<file path="src/rtl/servo_sweep_ctrl.sv">
`default_nettype none
// ============================================================================
// servo_sweep_ctrl : frame-synchronous servo PWM generator with sweep/centre moves
// Revision 1.0
// ============================================================================
module servo_sweep_ctrl #(
  parameter int PERIOD   = 2000000,
  parameter int DUTY_MIN = 100000,
  parameter int DUTY_MAX = 200000,
  parameter int DUTY_CTR = 150000,
  parameter int STEP     = 1000
) (
  input  logic        clk,
  input  logic        reset,
  input  logic [2:0]  servo_flag,
  output logic [18:0] s_duty,
  output logic        s_pulse,
  output logic        busy,
  output logic        done
);

  localparam int CW = (PERIOD > 1) ? $clog2(PERIOD) : 1;
  localparam int VW = (CW > 20) ? CW : 20;

  localparam logic [CW-1:0] CNT_LAST = CW'(PERIOD - 1);
  localparam logic [19:0]   D_MIN    = 20'(DUTY_MIN);
  localparam logic [19:0]   D_MAX    = 20'(DUTY_MAX);
  localparam logic [19:0]   D_CTR    = 20'(DUTY_CTR);
  localparam logic [19:0]   D_STEP   = 20'(STEP);

  typedef enum logic [1:0] {
    IDLE = 2'd0,
    UP   = 2'd1,
    DN   = 2'd2,
    CTR  = 2'd3
  } state_t;

  state_t        state, state_nxt;
  logic [CW-1:0] cnt;
  logic [18:0]   duty_act;
  logic [18:0]   duty_nxt;
  logic          done_nxt;
  logic          frame_end;

  logic [19:0] duty_ext;
  logic [19:0] up_val;
  logic [19:0] dn_val;
  logic [19:0] ctr_val;

  assign frame_end = (cnt == CNT_LAST);
  assign busy      = (state != IDLE);

  // Candidate duties, clamped before any narrowing back to 19 bits.
  always_comb begin
    duty_ext = {1'b0, s_duty};
    up_val   = (duty_ext + D_STEP >= D_MAX) ? D_MAX : duty_ext + D_STEP;
    dn_val   = (duty_ext <= D_MIN + D_STEP) ? D_MIN : duty_ext - D_STEP;
    if (duty_ext < D_CTR) begin
      ctr_val = (duty_ext + D_STEP >= D_CTR) ? D_CTR : duty_ext + D_STEP;
    end else if (duty_ext > D_CTR) begin
      ctr_val = (duty_ext <= D_CTR + D_STEP) ? D_CTR : duty_ext - D_STEP;
    end else begin
      ctr_val = D_CTR;
    end
  end

  always_comb begin
    state_nxt = state;
    duty_nxt  = s_duty;
    done_nxt  = 1'b0;
    case (state)
      IDLE: begin
        if (servo_flag[0]) begin
          state_nxt = CTR;
        end else if (servo_flag[1]) begin
          state_nxt = UP;
        end else if (servo_flag[2]) begin
          state_nxt = DN;
        end
      end
      UP: begin
        if (frame_end) begin
          duty_nxt = up_val[18:0];
          if (up_val == D_MAX) begin
            state_nxt = IDLE;
            done_nxt  = 1'b1;
          end
        end
      end
      DN: begin
        if (frame_end) begin
          duty_nxt = dn_val[18:0];
          if (dn_val == D_MIN) begin
            state_nxt = IDLE;
            done_nxt  = 1'b1;
          end
        end
      end
      CTR: begin
        if (frame_end) begin
          duty_nxt = ctr_val[18:0];
          if (ctr_val == D_CTR) begin
            state_nxt = IDLE;
            done_nxt  = 1'b1;
          end
        end
      end
      default: state_nxt = IDLE;
    endcase
  end

  always_ff @(posedge clk or posedge reset) begin
    if (reset) begin
      state <= IDLE;
    end else begin
      state <= state_nxt;
    end
  end

  // duty_act takes the pre-edge s_duty, so the PWM trails s_duty by one frame.
  always_ff @(posedge clk or posedge reset) begin
    if (reset) begin
      cnt      <= '0;
      s_duty   <= D_CTR[18:0];
      duty_act <= D_CTR[18:0];
      s_pulse  <= 1'b0;
      done     <= 1'b0;
    end else begin
      cnt     <= frame_end ? '0 : cnt + CW'(1);
      s_pulse <= (VW'(cnt) < VW'(duty_act));
      s_duty  <= duty_nxt;
      done    <= done_nxt;
      if (frame_end) begin
        duty_act <= s_duty;
      end
    end
  end

endmodule
`default_nettype wire

</file>
<file path="config.mk">
export PLATFORM = sky130hd
export DESIGN_NAME = servo_sweep_ctrl
export DESIGN_NICKNAME = d
export VERILOG_FILES = /design/src/rtl/servo_sweep_ctrl.sv
export SDC_FILE = /design/constraint.sdc
export NUM_CORES = 1
export LEC_CHECK = 0
export CAP_MARGIN = 10
export CORE_MARGIN = 3
export CORE_UTILIZATION = 30
export CTS_BUF_LIST = sky130_fd_sc_hd__clkbuf_8
export DETAILED_ROUTE_END_ITERATION = 6
export PLACE_DENSITY = 0.48
export SYNTH_ARGS = -nofsm -noshare
export SYNTH_HDL_FRONTEND = slang
export SYNTH_SLANG_ARGS = --single-unit
</file>
<file path="constraint.sdc">
create_clock -name clk -period 7.7 [get_ports clk]
set_clock_uncertainty 0.2 [all_clocks]
set_input_delay 1.54 -clock clk [delete_from_list [all_inputs] [get_ports clk]]
set_output_delay 1.54 -clock clk [all_outputs]
set_load 0.1 [all_outputs]
</file>
==> results of run 1 <==
## layout make-up
type,instances,area [um2],share of cell area (%)
Multi-Input combinational cell,441,2803,53.18
Inverter,31,116.4,2.208
Tap cell,211,264.0,5.009
Clock inverter,6,62.56,1.187
Sequential cell,63,1597,30.29
Clock buffer,10,137.6,2.612
Timing Repair Buffer,30,290.3,5.508
## registers in the layout, summed over array words and instances (netlist names)
name,cells
duty_act,19
done,1
cnt,21
s_pulse,1
state,2
s_duty,19
## layout by cell type (no fill, tap or decap), types with 16 or more instances in the layout
master / count
a21oi_1: 28
clkdlybuf4s50_1: 26
dfrtp_1: 47
dfstp_2: 16
ha_1: 22
inv_1: 30
nand2_1: 55
nand3_1: 24
nor2_1: 51
nor3_1: 17
o21ai_0: 61
xnor2_1: 24
## how the worst min path moves through the flow
stage,start,end,cells past startpoint
global placement,cnt[6]$_DFF_PP0_,cnt[6]$_DFF_PP0_,1
global route,duty_act[17]$_DFFE_PP1N_,duty_act[17]$_DFFE_PP1N_,2
CTS,duty_act[7]$_DFFE_PP1N_,duty_act[7]$_DFFE_PP1N_,2
finish,duty_act[5]$_DFFE_PP1N_,duty_act[5]$_DFFE_PP1N_,2
floorplan,cnt[6]$_DFF_PP0_,cnt[6]$_DFF_PP0_,1
detailed placement,duty_act[7]$_DFFE_PP1N_,duty_act[7]$_DFFE_PP1N_,2
## logic make-up (layout without fill, tap and decap cells)
group                    count (synthesis)  in the layout  share of synthesized area [%]
AO/OA/AOI/OAI                          167            167                          23.58
adder cells (fa/ha/maj)                 22             22                          5.881
AND/OR/NAND/NOR                        210            210                          22.43
flip-flops                              63             63                          34.11
XOR/XNOR                                39             39                          7.298
buffers and inverters                   70             77                          6.014
multiplexers                             3              3                         0.6950
## worst reg2reg max path: stages, from the launching register on
cell and delay (ns):
dfstp_2 0.72, ha_1 0.63, nand2b_1 0.19, nor4_1 0.05, o311ai_0 0.45, a221oi_1 0.25, o211ai_2 0.42, o31a_2 0.29
nor4_1 0.06, or4_1 0.52
## routing by layer
layer	track usage, %	vias to the layer above	part of all wire, %
met3	3.984	19	5.6
met4	5.505	0	1.9
li1	-	2081	-
met2	26.18	137	45
met5	0	-	0
met1	26.03	2101	47
## through the flow
step	instances	utilization, %
3_5_place_dp	776	33.23
2_1_floorplan	574	-
4_1_cts	792	34.54
3_3_place_gp	776	33.23
6_report	792	34.54
5_1_grt	792	34.54
## power groups by stage
| stage | Combinational (W) | Clock, W | Sequential, W |
|---|---|---|---|
| floorplan | 0.0000128 | 0 | 0.000338 |
| detailed placement | 0.0000193 | 0 | 0.000339 |
| finish | 0.0000187 | 0.000311 | 0.000333 |
| global route | 0.0000215 | 0.000336 | 0.000333 |
| CTS | 0.0000193 | 0.000320 | 0.000333 |
| global placement | 0.0000193 | 0 | 0.000339 |
==> results.md, run 1 <==
- Outcome: finished clean
- Post-route DRC: 0
- Post-synth top cells: o21ai_0 (61), nand2_1 (55), nor2_1 (51)
- Fin area: 5270 um2
- Post-CTS Setup Inserts: 0
- Vias/cell: 5.477
- Combinational Power Share: 2.8%
- Post-place setup slack: 3.623 ns
- Crit Path Category: flop to output pin
- Fraction of layout cells with a size suffix above 1: 7.573%
- Mean cell area of the mapped netlist: 8.155 um2
- IO Count: 27
- Max Cap Viol: 0
- Worst VDD drop: 0.00009422 V
- Largest net degree at the start of global routing: 64
- Critical R2R Launch: s_duty[4]$_DFFE_PP1P_
- Port Buffer Count: 26
- Post-DRT Antenna Nets: 0
- Die Wd: 130.9 um
- Syn_nets: 601
- Critical path buffers and inverters: 2
- Critical R2R Capture: s_duty[12]$_DFFE_PP0P_
- CP top delay family: buffers and inverters
- Clock Tree Buf Depth: 2
- Starting density of the core: 30.68%
- GRT overflow: 0
- First-pass GRT wire length: 23550 um
- Dpl cell area: 5070 um2
- Crit path DAT: 2.77 ns
- Pleak: 2.046 nW
- Number of synthesized flops with an enable pin: 0
- FF-to-FF path depth: 9
- Area Growth Syn to Fin: 12.59%
- Final min period: 4.512 ns
- Via count: 4338
- CTS Buf Count: 9
- Final net count: 603
- Sequential share of power: 50.3%
- DR pass1 iterations: 4
- Fmax: 0.2216 GHz
- Register area share after synthesis: 34.11%
- Initial antenna violation count: 0
- Die area: 17140 um2
- Cell with the most instances after synthesis: o21ai_0
- CP peak stage delay: 1.16 ns
- CORE AREA: 15260 um2
- # resized after CTS: 0
- CP startpoint kind: flop
- Fin crit share: 58.60%
- Worst Setup SP: state[1]$_DFFE_PP0P_
- Ys async rst share: 100.0%
- # fillers: 1631
- Worst Max-Slew Pin Slew: 1.102 ns
- Critical path's slowest cell: clkdlybuf4s50_1
- Reg-to-reg slack, setup: 3.80 ns
- Top-area cell type share of the netlist area: 25.13%
- Synth area leaders: dfrtp_1 (25%), dfstp_2 (9.0%), o21ai_0 (6.5%), ha_1 (5.9%), xnor2_1 (4.5%)
- Synthesized flop and latch total: 63
- Max Slew Vio Count: 0
- Worst hold margin: 0.3119 ns
- Worst-path cell chain: clkinv_1, nand2_1, clkdlybuf4s50_1
- Clock latency at the later pin of the worst-skew pair: 0.37 ns
- Routability congestion estimate: 0.9335
- Post-DP HPWL: 10090 um
- Routed WL: 14340 um
- Clk sinks: 63
- Setup violators final: 0
- Antenna cells: 0
- CTS clk-pin slew, worst paths: 0.07 ns
- Slew HR: 26.55%
- Root buf cell: clkbuf_8
- Path length in cells of the critical path: 3
- Post-synth top flop: dfrtp_1
- Cells after Synth: 574
- Switching share of power: 25.31%
- Sw power: 0.0001676 W
- Worst setup path end: busy
- Die Y: 130.9 um
- CP Data Required Time: 5.96 ns
- Endpoints failing hold: 0
- Overall power: 0.0006622 W
- DRT iter0 DRCs: 349
- Hold WC Path Type: flop to flop
- Row count: 45
- Netlist cell types: 67
- RSZ-0062 raised after global routing: no
- Hold_buf cts: 0
- Post-synth top area cell: dfrtp_1
- Clock Power Share: 46.9%
- Power Density: 125.7 nW/um2
- Mapped Area: 4681 um2
- Vias in the first global route: 4265
- Crit path capture type: output pin
- Int Power: 0.0004946 W
- CTS H-Tree Depth: 3
- Syn. warnings: 0
- CTS tree: done
- Avg WL per Cell: 18.10 um
- Final setup TNS: 0 ns
- Gr usage total: 17.81%
- Crit path max fanout: 15
- Worst setup slack after layout: 3.188 ns
No activity file was read; power rests on OpenSTA's default activity.
==> run 2, diff against run 1 <==
==> constraint.sdc (replaced) <==
create_clock -name clk -period 4.65 [get_ports clk]
set_clock_uncertainty 0.2 [all_clocks]
set_input_delay 0.93 -clock clk [delete_from_list [all_inputs] [get_ports clk]]
set_output_delay 0.93 -clock clk [all_outputs]
set_load 0.1 [all_outputs]
==> run 2 against run 1 <==
  * First-iteration DRC count increased by 33%
  * Die area unchanged
  * Design area increased by 0.66%
  * Highest routed layer unchanged
==> results.md, run 2 (synthesis results as in run 1) <==
- # fillers: 1619 (-0.74%)
- Worst Max-Slew Pin Slew: 0.9720 ns (-0.1297 ns)
- Hold_buf cts: 0 (unchanged)
- Fraction of layout cells with a size suffix above 1: 8.547% (+0.97 points)
- Most used cell, CP: nor4_1
- Critical path's slowest cell: dfrtp_1
- Max reg flops: 21 (unchanged)
- Crit Path Category: flop to flop
- Post-CTS Setup Inserts: 0 (unchanged)
- Largest net degree at the start of global routing: 39 (-39%)
- Port Buffer Count: 26 (unchanged)
- CTS clk-pin slew, worst paths: 0.07 ns (about the same)
- Starting density of the core: 30.68% (unchanged)
- Hold WC Path Type: flop to flop
- CP top delay family: compound AO/OA/AOI/OAI gates
- Final min period: 3.800 ns
- CTS H-Tree Depth: 3 (unchanged)
- Fin crit share: 81.71%
- DR pass1 iterations: 5 (+1)
- Worst setup slack after layout: 0.8504 ns (-2.338 ns)
- Clock Tree Buf Depth: 2 (unchanged)
- Area Growth Syn to Fin: 13.34%
- # resized after CTS: 0 (unchanged)
- Critical R2R Capture: s_duty[12]$_DFFE_PP0P_
- Depth of the worst hold-timing path: 2 (unchanged)
- Post-DP HPWL: 11030 um (+9.4%)
- Die Y: 130.9 um (unchanged)
- Reg-to-reg slack, setup: 0.85 ns (-2.95 ns)
- Largest registers: cnt: 21 flops, duty_act: 19 flops, s_duty: 19 flops
- Commonest non-fill, non-tap cell in the layout: o21ai_0
- Row count: 45 (unchanged)
- Most frequent cells in the layout: o21ai_0 (61), nand2_1 (55), nor2_1 (51), dfrtp_1 (47), inv_1 (29)
- Die area: 17140 um2 (unchanged)
- Clk sinks: 63 (unchanged)
- Vias in the first global route: 4312 (+1.1%)
- First-pass GRT wire length: 24830 um (+5.4%)
- CORE AREA: 15260 um2 (unchanged)
- Crit path max fanout: 18 (+3)
- IO Count: 27 (unchanged)
- Power Density: 208.6 nW/um2 (+66%)
- Final net count: 607 (+0.66%)
- GRT overflow: 0 (unchanged)
- Endpoints failing hold: 0 (unchanged)
- Max Cap Viol: 0 (unchanged)
- Max Slew Vio Count: 0 (unchanged)
- Die Wd: 130.9 um (unchanged)
- Initial antenna violation count: 0 (unchanged)
- Gr usage total: 18.97% (+1.2 points)
- CP Data Required Time: 4.68 ns (-1.28 ns)
- Routability congestion estimate: 0.9504 (+1.8%)
- Routed WL: 15520 um (+8.2%)
- Crit path capture type: flop
- Antenna cells: 0 (unchanged)
- Fmax: 0.2632 GHz
- Multi-input logic area: 2803 um2 (unchanged)
- Outcome: finished clean
- Critical R2R Launch: s_duty[3]$_DFFE_PP0P_
- Worst Hold End: duty_act[5]$_DFFE_PP1N_
- Vias/cell: 5.536 (+1.1%)
- CP startpoint kind: flop
- CP peak stage delay: 0.66 ns (-0.50 ns)
- Via count: 4407 (+1.6%)
- HP Start: duty_act[5]$_DFFE_PP1N_
- Post-DRT Antenna Nets: 0 (unchanged)
- Pleak: 2.073 nW (+1.3%)
- CTS Buf Count: 9 (unchanged)
- Worst VDD drop: 0.0001479 V (+57%)
- Register area: 1597 um2 (unchanged)
- Critical path buffers and inverters: 0 (-2)
- Final setup TNS: 0 ns (unchanged)
- Largest Register: cnt
- Clock latency at the later pin of the worst-skew pair: 0.37 ns (about the same)
- Worst-path cell chain: ha_1, nand2b_1, nor4_1, o311ai_0, a221oi_1, o211ai_2, o31a_2, nor4_1, or4_1
- Crit path DAT: 3.83 ns (+1.06 ns)
- CTS tree: done
- Setup violators final: 0 (unchanged)
- Avg WL per Cell: 19.50 um (+7.7%)
- Post-place setup slack: 0.9392 ns (-2.684 ns)
- Root buf cell: clkbuf_8
- FF-to-FF path depth: 9 (unchanged)
- DRT iter0 DRCs: 463 (+33%)
- RSZ-0062 raised after global routing: no
- Slew HR: 35.00% (+8.4 points)
- Post-route DRC: 0 (unchanged)
==> run 2: cell types whose count changed in the layout (fill, tap and decap cells not counted) <==
cell             before  now
buf_4                 4    9
clkbuf_8             10   11
clkdlybuf4s50_1      26   25
clkinv_2              0    1
clkinvlp_4            1    0
inv_1                30   29
==> run 2: how the worst max path moves through the flow <==
stage | slack [ns] | to | start | cells after the start
6_report | 0.85 | s_duty[12]$_DFFE_PP0P_ | s_duty[3]$_DFFE_PP0P_ | 9
2_1_floorplan | 0.93 | s_duty[12]$_DFFE_PP0P_ | s_duty[3]$_DFFE_PP0P_ | 10
3_5_place_dp | 0.94 | s_duty[12]$_DFFE_PP0P_ | s_duty[3]$_DFFE_PP0P_ | 9
3_3_place_gp | 0.98 | done$_DFF_PP0_ | s_duty[3]$_DFFE_PP0P_ | 9
5_1_grt | 0.57 | s_duty[12]$_DFFE_PP0P_ | s_duty[3]$_DFFE_PP0P_ | 9
4_1_cts | 0.91 | s_duty[12]$_DFFE_PP0P_ | s_duty[3]$_DFFE_PP0P_ | 9
==> run 2: final cells by class <==
class / instances / share of cell area [%]
repair buffers: 34 / 5.991
clock buffers: 11 / 2.854
flip-flops and latches: 63 / 30.09
clock inverters: 5 / 1.061
multi-input cells: 441 / 52.83
inverters: 31 / 2.193
well taps: 211 / 4.976
==> run 2: where the power goes <==
part / total (W) / switching, W / leakage, nW / internal [W]
clock network: 0.000523 / 0.000246 / 0.111 / 0.000277
logic: 0.0000316 / 0.0000228 / 1.16 / 0.00000875
registers: 0.000552 / 0.00000342 / 0.799 / 0.000549
total: 0.00111 / 0.000272 / 2.07 / 0.000835
==> run 2: through the flow <==
stage               instances  utilization, %  cell area (um2)  total power, W  hold WS, ns
finish                    796           34.77             5305        0.001107       0.3033
detailed placement        780           33.41             5097       0.0005939       0.3013
floorplan                 574               -             4681       0.0005802       0.2645
global route              796           34.77             5305        0.001154       0.3287
CTS                       796           34.77             5305        0.001119       0.3126
global placement          780           33.41             5097       0.0005938       0.3010
==> run 2: worst register-to-register path: stages (launching register included) <==
cell,delay (ns)
dfrtp_1,0.66
ha_1,0.66
nand2b_1,0.20
nor4_1,0.05
o311ai_0,0.43
a221oi_1,0.20
o211ai_2,0.42
o31a_2,0.29
nor4_1,0.05
or4_1,0.51
==> run 2: routing by layer <==
layer  vias to the layer above  share of wire (%)  track usage, %  wire length (um)
li1                       2086                  -               -                 -
met1                      2143                 46           27.74              7215
met2                       155                 45           28.13              6948
met3                        23                6.7           3.618              1046
met4                         0                2.0           6.110               310
met5                         -                  0               0                 0
